<file path="src/rtl/md_unit_gen2_if.sv">
`default_nettype none
// ============================================================================
// Module      : md_unit_gen2_if
// Description : Bundles the operand, control and result signals of the
//               multiply/divide unit. clk and rst stay separate ports.
//               Signal directions are named from the unit's point of view:
//                 start_i    launch an op (taken only while idle)
//                 op_i       operation code (MULT..MSUBU)
//                 src_a_i    multiplicand / dividend / MTHI-MTLO data
//                 src_b_i    multiplier / divisor
//                 hilo_we_i  MTHI/MTLO write strobe
//                 hilo_sel_i 0 = write Lo, 1 = write Hi
//                 flush_i    abort the in-flight op
//                 busy_o     op in flight
//                 hi_o/lo_o  Hi / Lo registers
//                 div_by_zero_o  last completed divide had a zero divisor
//               master = pipeline side, slave = the unit itself.
// Revision    : 1.0 - initial release
// ============================================================================
interface md_unit_gen2_if #(
   parameter int WIDTH = 32
);
   logic             start_i;
   logic [2:0]       op_i;
   logic [WIDTH-1:0] src_a_i;
   logic [WIDTH-1:0] src_b_i;
   logic             hilo_we_i;
   logic             hilo_sel_i;
   logic             flush_i;
   logic             busy_o;
   logic [WIDTH-1:0] hi_o;
   logic [WIDTH-1:0] lo_o;
   logic             div_by_zero_o;

   modport master (
      output start_i, op_i, src_a_i, src_b_i, hilo_we_i, hilo_sel_i, flush_i,
      input  busy_o, hi_o, lo_o, div_by_zero_o
   );

   modport slave (
      input  start_i, op_i, src_a_i, src_b_i, hilo_we_i, hilo_sel_i, flush_i,
      output busy_o, hi_o, lo_o, div_by_zero_o
   );
endinterface
`default_nettype wire

</file>
<file path="src/rtl/md_unit_gen2.sv">
`default_nettype none
// ============================================================================
// Module      : md_unit_gen2
// Description : Multi-cycle multiply/divide unit for the EX stage.
//               Multiply-class ops (MULT/MULTU/MADD/MADDU/MSUB/MSUBU) hold
//               busy for MUL_LAT cycles and commit {hi,lo} at the end.
//               Divides run a WIDTH-step restoring divider on magnitudes
//               followed by one sign-correction cycle (WIDTH+1 busy cycles).
//               Ports:
//                 clk  - clock, all state updates on the rising edge
//                 rst  - synchronous active-high reset
//                 bus  - md_unit_gen2_if.slave (operands, control, results)
// Revision    : 1.0 - initial release
// ============================================================================
module md_unit_gen2 #(
   parameter int WIDTH   = 32,
   parameter int MUL_LAT = 5,
   parameter int CNT_W   = 6
) (
   input  logic            clk,
   input  logic            rst,
   md_unit_gen2_if.slave   bus
);

   localparam int W2 = 2 * WIDTH;

   typedef enum logic [1:0] {
      S_IDLE   = 2'd0,
      S_MUL    = 2'd1,
      S_DIV    = 2'd2,
      S_DIVFIX = 2'd3
   } state_t;

   state_t           state_q, state_d;
   logic [CNT_W-1:0] cnt_q, cnt_d;
   logic             busy_q, busy_d;
   logic             dbz_q, dbz_d;
   logic [WIDTH-1:0] hi_q, hi_d;
   logic [WIDTH-1:0] lo_q, lo_d;
   logic [2:0]       op_q, op_d;
   // For multiplies a_q/b_q hold the raw operands. For divides a_q holds the
   // dividend magnitude and doubles as the quotient shift register, while
   // b_q holds the divisor magnitude.
   logic [WIDTH-1:0] a_q, a_d;
   logic [WIDTH-1:0] b_q, b_d;
   logic [WIDTH-1:0] rem_q, rem_d;
   logic             dvd_neg_q, dvd_neg_d;   // remainder must be negated
   logic             quo_neg_q, quo_neg_d;   // quotient must be negated

   // ---------------- incoming-op decode ----------------
   logic             sgn_in;
   logic             div_in;
   logic [WIDTH-1:0] a_abs_in;
   logic [WIDTH-1:0] b_abs_in;

   assign sgn_in   = ~bus.op_i[0];
   assign div_in   = (bus.op_i[2:1] == 2'b01);
   assign a_abs_in = (sgn_in && bus.src_a_i[WIDTH-1]) ? -bus.src_a_i : bus.src_a_i;
   assign b_abs_in = (sgn_in && bus.src_b_i[WIDTH-1]) ? -bus.src_b_i : bus.src_b_i;

   // ---------------- multiply datapath ----------------
   logic             mul_sgn;
   logic [W2-1:0]    ext_a;
   logic [W2-1:0]    ext_b;
   logic [W2-1:0]    prod;
   logic [W2-1:0]    acc;
   logic [W2-1:0]    mul_res;

   assign mul_sgn = ~op_q[0];
   assign ext_a   = {{WIDTH{mul_sgn & a_q[WIDTH-1]}}, a_q};
   assign ext_b   = {{WIDTH{mul_sgn & b_q[WIDTH-1]}}, b_q};
   // Low 2*WIDTH bits of the sign/zero-extended product equal the true
   // signed or unsigned product modulo 2^(2*WIDTH).
   assign prod    = ext_a * ext_b;
   assign acc     = {hi_q, lo_q};

   always_comb begin
      case (op_q[2:1])
         2'b10:   mul_res = acc + prod;   // MADD / MADDU
         2'b11:   mul_res = acc - prod;   // MSUB / MSUBU
         default: mul_res = prod;         // MULT / MULTU
      endcase
   end

   // ---------------- restoring divide step ----------------
   logic [WIDTH:0]   shifted;
   logic [WIDTH:0]   diff;
   logic             no_borrow;

   assign shifted   = {rem_q, a_q[WIDTH-1]};
   assign diff      = shifted - {1'b0, b_q};
   assign no_borrow = ~diff[WIDTH];

   // ---------------- next-state / output logic ----------------
   always_comb begin
      state_d   = state_q;
      cnt_d     = cnt_q;
      busy_d    = busy_q;
      dbz_d     = dbz_q;
      hi_d      = hi_q;
      lo_d      = lo_q;
      op_d      = op_q;
      a_d       = a_q;
      b_d       = b_q;
      rem_d     = rem_q;
      dvd_neg_d = dvd_neg_q;
      quo_neg_d = quo_neg_q;

      if (state_q != S_IDLE && bus.flush_i) begin
         // Abort wins over a same-cycle commit; results stay untouched.
         state_d = S_IDLE;
         busy_d  = 1'b0;
      end else begin
         case (state_q)
            S_IDLE: begin
               if (bus.start_i && !bus.flush_i) begin
                  op_d   = bus.op_i;
                  busy_d = 1'b1;
                  dbz_d  = 1'b0;
                  if (div_in) begin
                     state_d   = S_DIV;
                     cnt_d     = CNT_W'(WIDTH - 1);
                     a_d       = a_abs_in;
                     b_d       = b_abs_in;
                     rem_d     = '0;
                     dvd_neg_d = sgn_in & bus.src_a_i[WIDTH-1];
                     quo_neg_d = sgn_in & (bus.src_a_i[WIDTH-1] ^ bus.src_b_i[WIDTH-1]);
                  end else begin
                     state_d = S_MUL;
                     cnt_d   = CNT_W'(MUL_LAT - 1);
                     a_d     = bus.src_a_i;
                     b_d     = bus.src_b_i;
                  end
               end else if (bus.hilo_we_i) begin
                  if (bus.hilo_sel_i) begin
                     hi_d = bus.src_a_i;
                  end else begin
                     lo_d = bus.src_a_i;
                  end
               end
            end

            S_MUL: begin
               if (cnt_q == '0) begin
                  {hi_d, lo_d} = mul_res;
                  state_d      = S_IDLE;
                  busy_d       = 1'b0;
               end else begin
                  cnt_d = cnt_q - 1'b1;
               end
            end

            S_DIV: begin
               rem_d = no_borrow ? diff[WIDTH-1:0] : shifted[WIDTH-1:0];
               a_d   = {a_q[WIDTH-2:0], no_borrow};
               if (cnt_q == '0) begin
                  state_d = S_DIVFIX;
               end else begin
                  cnt_d = cnt_q - 1'b1;
               end
            end

            S_DIVFIX: begin
               // A zero divisor magnitude means the original divisor was 0.
               if (b_q == '0) begin
                  dbz_d = 1'b1;
               end else begin
                  lo_d = quo_neg_q ? -a_q   : a_q;
                  hi_d = dvd_neg_q ? -rem_q : rem_q;
               end
               state_d = S_IDLE;
               busy_d  = 1'b0;
            end

            default: begin
               state_d = S_IDLE;
               busy_d  = 1'b0;
            end
         endcase
      end
   end

   always_ff @(posedge clk) begin
      if (rst) begin
         state_q   <= S_IDLE;
         cnt_q     <= '0;
         busy_q    <= 1'b0;
         dbz_q     <= 1'b0;
         hi_q      <= '0;
         lo_q      <= '0;
         op_q      <= '0;
         a_q       <= '0;
         b_q       <= '0;
         rem_q     <= '0;
         dvd_neg_q <= 1'b0;
         quo_neg_q <= 1'b0;
      end else begin
         state_q   <= state_d;
         cnt_q     <= cnt_d;
         busy_q    <= busy_d;
         dbz_q     <= dbz_d;
         hi_q      <= hi_d;
         lo_q      <= lo_d;
         op_q      <= op_d;
         a_q       <= a_d;
         b_q       <= b_d;
         rem_q     <= rem_d;
         dvd_neg_q <= dvd_neg_d;
         quo_neg_q <= quo_neg_d;
      end
   end

   assign bus.busy_o        = busy_q;
   assign bus.hi_o          = hi_q;
   assign bus.lo_o          = lo_q;
   assign bus.div_by_zero_o = dbz_q;

endmodule
`default_nettype wire

</file>
<file path="src/flat_wrapper.sv">
// flat-port wrapper written by rule: the top's interface ports become plain ports
module md_unit_gen2_flat 
#(
   parameter int WIDTH   = 32,
   parameter int MUL_LAT = 5,
   parameter int CNT_W   = 6
)
  (clk, rst, bus_start_i, bus_op_i, bus_src_a_i, bus_src_b_i, bus_hilo_we_i, bus_hilo_sel_i, bus_flush_i, bus_busy_o, bus_hi_o, bus_lo_o, bus_div_by_zero_o);
  md_unit_gen2_if #(.WIDTH(WIDTH)) bus_i ();
  input  logic clk;
  input  logic rst;
  input wire logic [$bits(bus_i.start_i)-1:0] bus_start_i;
  input wire logic [$bits(bus_i.op_i)-1:0] bus_op_i;
  input wire logic [$bits(bus_i.src_a_i)-1:0] bus_src_a_i;
  input wire logic [$bits(bus_i.src_b_i)-1:0] bus_src_b_i;
  input wire logic [$bits(bus_i.hilo_we_i)-1:0] bus_hilo_we_i;
  input wire logic [$bits(bus_i.hilo_sel_i)-1:0] bus_hilo_sel_i;
  input wire logic [$bits(bus_i.flush_i)-1:0] bus_flush_i;
  output wire logic [$bits(bus_i.busy_o)-1:0] bus_busy_o;
  output wire logic [$bits(bus_i.hi_o)-1:0] bus_hi_o;
  output wire logic [$bits(bus_i.lo_o)-1:0] bus_lo_o;
  output wire logic [$bits(bus_i.div_by_zero_o)-1:0] bus_div_by_zero_o;
  assign bus_i.start_i = bus_start_i;
  assign bus_i.op_i = bus_op_i;
  assign bus_i.src_a_i = bus_src_a_i;
  assign bus_i.src_b_i = bus_src_b_i;
  assign bus_i.hilo_we_i = bus_hilo_we_i;
  assign bus_i.hilo_sel_i = bus_hilo_sel_i;
  assign bus_i.flush_i = bus_flush_i;
  assign bus_busy_o = bus_i.busy_o;
  assign bus_hi_o = bus_i.hi_o;
  assign bus_lo_o = bus_i.lo_o;
  assign bus_div_by_zero_o = bus_i.div_by_zero_o;
  md_unit_gen2 #(.WIDTH(WIDTH), .MUL_LAT(MUL_LAT), .CNT_W(CNT_W)) u_core (.clk(clk), .rst(rst), .bus(bus_i));
endmodule
</file>
<file path="config.mk">
export PLATFORM = sky130hd
export DESIGN_NAME = md_unit_gen2_flat
export DESIGN_NICKNAME = d
export VERILOG_FILES = /design/src/rtl/md_unit_gen2_if.sv /design/src/rtl/md_unit_gen2.sv /design/src/flat_wrapper.sv
export SDC_FILE = /design/constraint.sdc
export NUM_CORES = 2
export LEC_CHECK = 0
export ABC_AREA = 1
export ABC_CLOCK_PERIOD_IN_PS = 13900
export CORE_UTILIZATION = 25
export CTS_BUF_LIST = sky130_fd_sc_hd__clkbuf_4 sky130_fd_sc_hd__clkbuf_8 sky130_fd_sc_hd__clkbuf_16
export CTS_CLUSTER_DIAMETER = 150
export CTS_CLUSTER_SIZE = 20
export DETAILED_ROUTE_END_ITERATION = 6
export GPL_ROUTABILITY_DRIVEN = 0
export PLACE_DENSITY = 0.45
export SLEW_MARGIN = 20
export SYNTH_ARGS = -nofsm -noshare
export SYNTH_HDL_FRONTEND = slang
export SYNTH_SLANG_ARGS = --single-unit
</file>
<file path="constraint.sdc">
create_clock -name clk -period 13.9 [get_ports clk]
set_clock_uncertainty 0.15 [all_clocks]
set_input_delay 1.39 -clock clk [delete_from_list [all_inputs] [get_ports clk]]
set_output_delay 1.39 -clock clk [all_outputs]
set_load 0.05 [all_outputs]
</file>
==> reports/results.txt <==
Number of synthesized flops with an enable pin = 0
Area growth from synthesis to layout = 9.431%
Post-Syn Area per Cell = 7.229 µm²
Maximum vdd drop = 135.4 µV
Req. time, crit path = 14.23 ns
CTS tree = yes
Iter 0 DRT Violations = 4578
Hold crit path type = reg2reg
Post-cts sizing count = 0
Root Driver = clkbuf_16
CP most frequent cell = inv_1
Vias in the first global route = 54882
R2r worst-path depth = 46
CTS Buffer Depth = 2
Fin. Hold Viols = 0
Pre-antenna DRT Iters = 7
GR Util met1 = 27.30%
Cts hold-fix bufs = 0
Maximum operating frequency = 0.07762 GHz
# rows = 177
Max Cap Viol = 0
Slowest stage cell, crit path = dfxtp_2
Overflow after GRT = 0
Setup Viol. Count Final = 0
Netlist cell types = 66
Die area = 0.2362 mm²
Leak = 31.92 nW
Post-DR vias/cell = 4.735
H-tree depth = 4
Via total after detailed routing = 52819
Largest net degree at the start of global routing = 81
Final Slew Violations = 0
PortBufs = 138
Yosys Warn Count = 0
GRT Total Usage = 20.61%
Ys async rst share = 0%
First-pass GRT wire length = 362000 µm
Most Crowded Layer GR = met2
Worst-path maximum fanout = 16
Pwr per Cell Area = 201.0 mW/mm²
# Post-CTS Setup Buffers = 0
Cell count after synthesis = 8100
Sink Count = 175
Cell Area, Synth = 0.05856 mm²
Antenna Nets Post-Route = 0
Post-DP HPWL = 202400 µm
Slew @ Worst Pin = 1.120 ns
DRC = 1
Failing checks = DRC
Starting density of the core = 25.16%
Core area = 0.2328 mm²
Die Span Y = 486.0 µm
Fin crit share = 92.69%
Clock slew at reported path FFs = 0.08 ns
Sequential area share after synthesis = 5.983%
RSZ-0062 raised after global routing = no
Share of cells above drive strength 1 = 4.665%
Final setup TNS = 0 ns
Most used DFF post-synth = dfxtp_1
Initial antenna violation count = 8
Kind of critical path = reg2reg
Num CTS Buffers = 17
GRT met3 Usage = 2.525%
#FFs+latches synth = 175
Endpoint class of the critical path = register
Clock latency on the worst-skew pair = 0.57 ns
Area leader, netlist = fa_1
Max_slew headroom = 25.23%
Synth top area share = 38.53%
Synth area leaders = fa_1 (39%), inv_1 (13%), nand2_1 (12%), ha_1 (6.8%), dfxtp_1 (6.0%)
Global routing usage on met2 = 33.45%
Minimum clock period = 12.88 ns
Slowest cell delay on critical path = 0.72 ns
Fin util = 27.53%
Num ports = 139
Die Wd = 486.0 µm
Placed Area = 0.06345 mm²
Avg WL per Cell = 21.65 µm
WL final = 241500 µm
Outcome = complete, but fails checks
Syn nets = 9619
Hold depth = 2
Startpoint types = register
Crit path DAT = 13.21 ns
Final Cell Area = 0.06408 mm²
Nets = 9524
==> metrics by stage <==
step	total power [mW]	hold WS [ns]	setup WS (ns)	cells
final	12.88	0.3387	1.017	11154
after global routing	13.94	0.3426	0.4059	11150
after CTS	12.74	0.3266	1.323	11150
after detailed placement	12.09	0.3129	1.377	11118
after global placement	12.08	0.3132	1.386	11118
after floorplan	8.165	0.3068	4.274	8100
==> cell usage after synthesis, drive strengths merged (22+ instances only) <==
cell type / n
dfxtp: 175
clkbuf: 290
a21oi: 429
a31oi: 63
fa: 1127
or2: 28
xor2: 125
nor4: 28
nor2: 508
ha: 319
nand3: 179
xnor2: 59
o21bai: 22
o221ai: 23
nand2: 1906
o21ai: 347
o211ai: 98
inv: 2023
nor3: 98
nand4: 59
buf: 86
==> logic make-up (layout without fill, tap and decap cells) <==
kind of cell	count (synthesis)	after routing	synth area share, %
adders and majority gates	1446	1446	45.35
DFF	175	175	5.983
xor gates and xnor gates	184	184	2.791
other	0	4	0
and+or+nand+nor	2832	2832	20.06
buffers and inverters	2402	2320	15.44
AOI/OAI and AO/OA	1061	1061	10.38
==> cells in the final DEF (no fill, tap or decap), types with 15 or more instances in the layout <==
master           count
or2_2               26
nand3b_1            16
xor2_1             122
o21ai_1             28
o211ai_1            98
dfxtp_1            134
ha_1               318
nor4_1              26
o21a_1              15
fa_1              1127
a31oi_1             62
inv_1             1988
o221ai_1            23
buf_4              122
nand2_2             35
xnor2_1             59
nand4_1             56
nor2_1             480
clkbuf_16           17
a21oi_1            422
o21bai_1            22
o21ai_0            316
nor2_2              16
nand2_1           1870
inv_2               34
nor3_1              82
dfxtp_2             40
nand3_1            171
clkdlybuf4s50_1    137
==> report_power, final <==
| part | total (mW) | switching [mW] | internal [mW] | leakage, nW |
|---|---|---|---|---|
| Clock | 0.587 | 0.298 | 0.289 | 0.306 |
| Sequential | 1.02 | 0.408 | 0.610 | 1.45 |
| Combinational | 11.3 | 7.85 | 3.42 | 30.2 |
==> routing by layer <==
layer	vias to the layer above	share of wire (%)
li1	24027	-
met1	26532	43
met2	1828	45
met3	424	6.2
met4	8	5.1
met5	-	0.019
==> critical path, delay by kind of cell (launching register included) <==
family / cells / cell delay, ns
adder cells (fa/ha/maj): 10 / 5.36
XOR/XNOR: 1 / 0.24
buffers and inverters: 10 / 1.29
AND/OR/NAND/NOR: 21 / 4.52
AO/OA/AOI/OAI: 4 / 0.47
flip-flops: 1 / 0.72
==> registers in the layout (all words and copies together) (netlist names) <==
register,flops
u_core.bus.hi_o,32
u_core.a_q,32
u_core.rem_q,32
u_core.op_q,3
u_core.bus.lo_o,32
u_core.quo_neg_q,1
u_core.bus.div_by_zero_o,1
u_core.state_q,2
u_core.cnt_q,6
u_core.b_q,32
u_core.bus.busy_o,1
u_core.dvd_neg_q,1
==> final cells by class <==
type	count	area (µm²)
diodes	4	10.01
flip-flops and latches	175	3557
inverters	2026	7605
clock inverters	15	198.9
repair buffers	262	2332
clock buffers	17	425.4
multi-input cells	5523	46030
fillers	25609	168700
well taps	3132	3919
==> worst paths after layout <==
path | startpoint | endpoint | slack (ns)
worst min register to register | u_core.dvd_neg_q | u_core.dvd_neg_q | 0.34
worst max register to register | u_core.a_q[31] | u_core.bus.hi_o[29] | 1.02
worst min-delay path | u_core.dvd_neg_q | u_core.dvd_neg_q | 0.34
worst max-delay path | u_core.a_q[31] | u_core.bus.hi_o[29] | 1.02
Power figures use the tool's default switching activity.
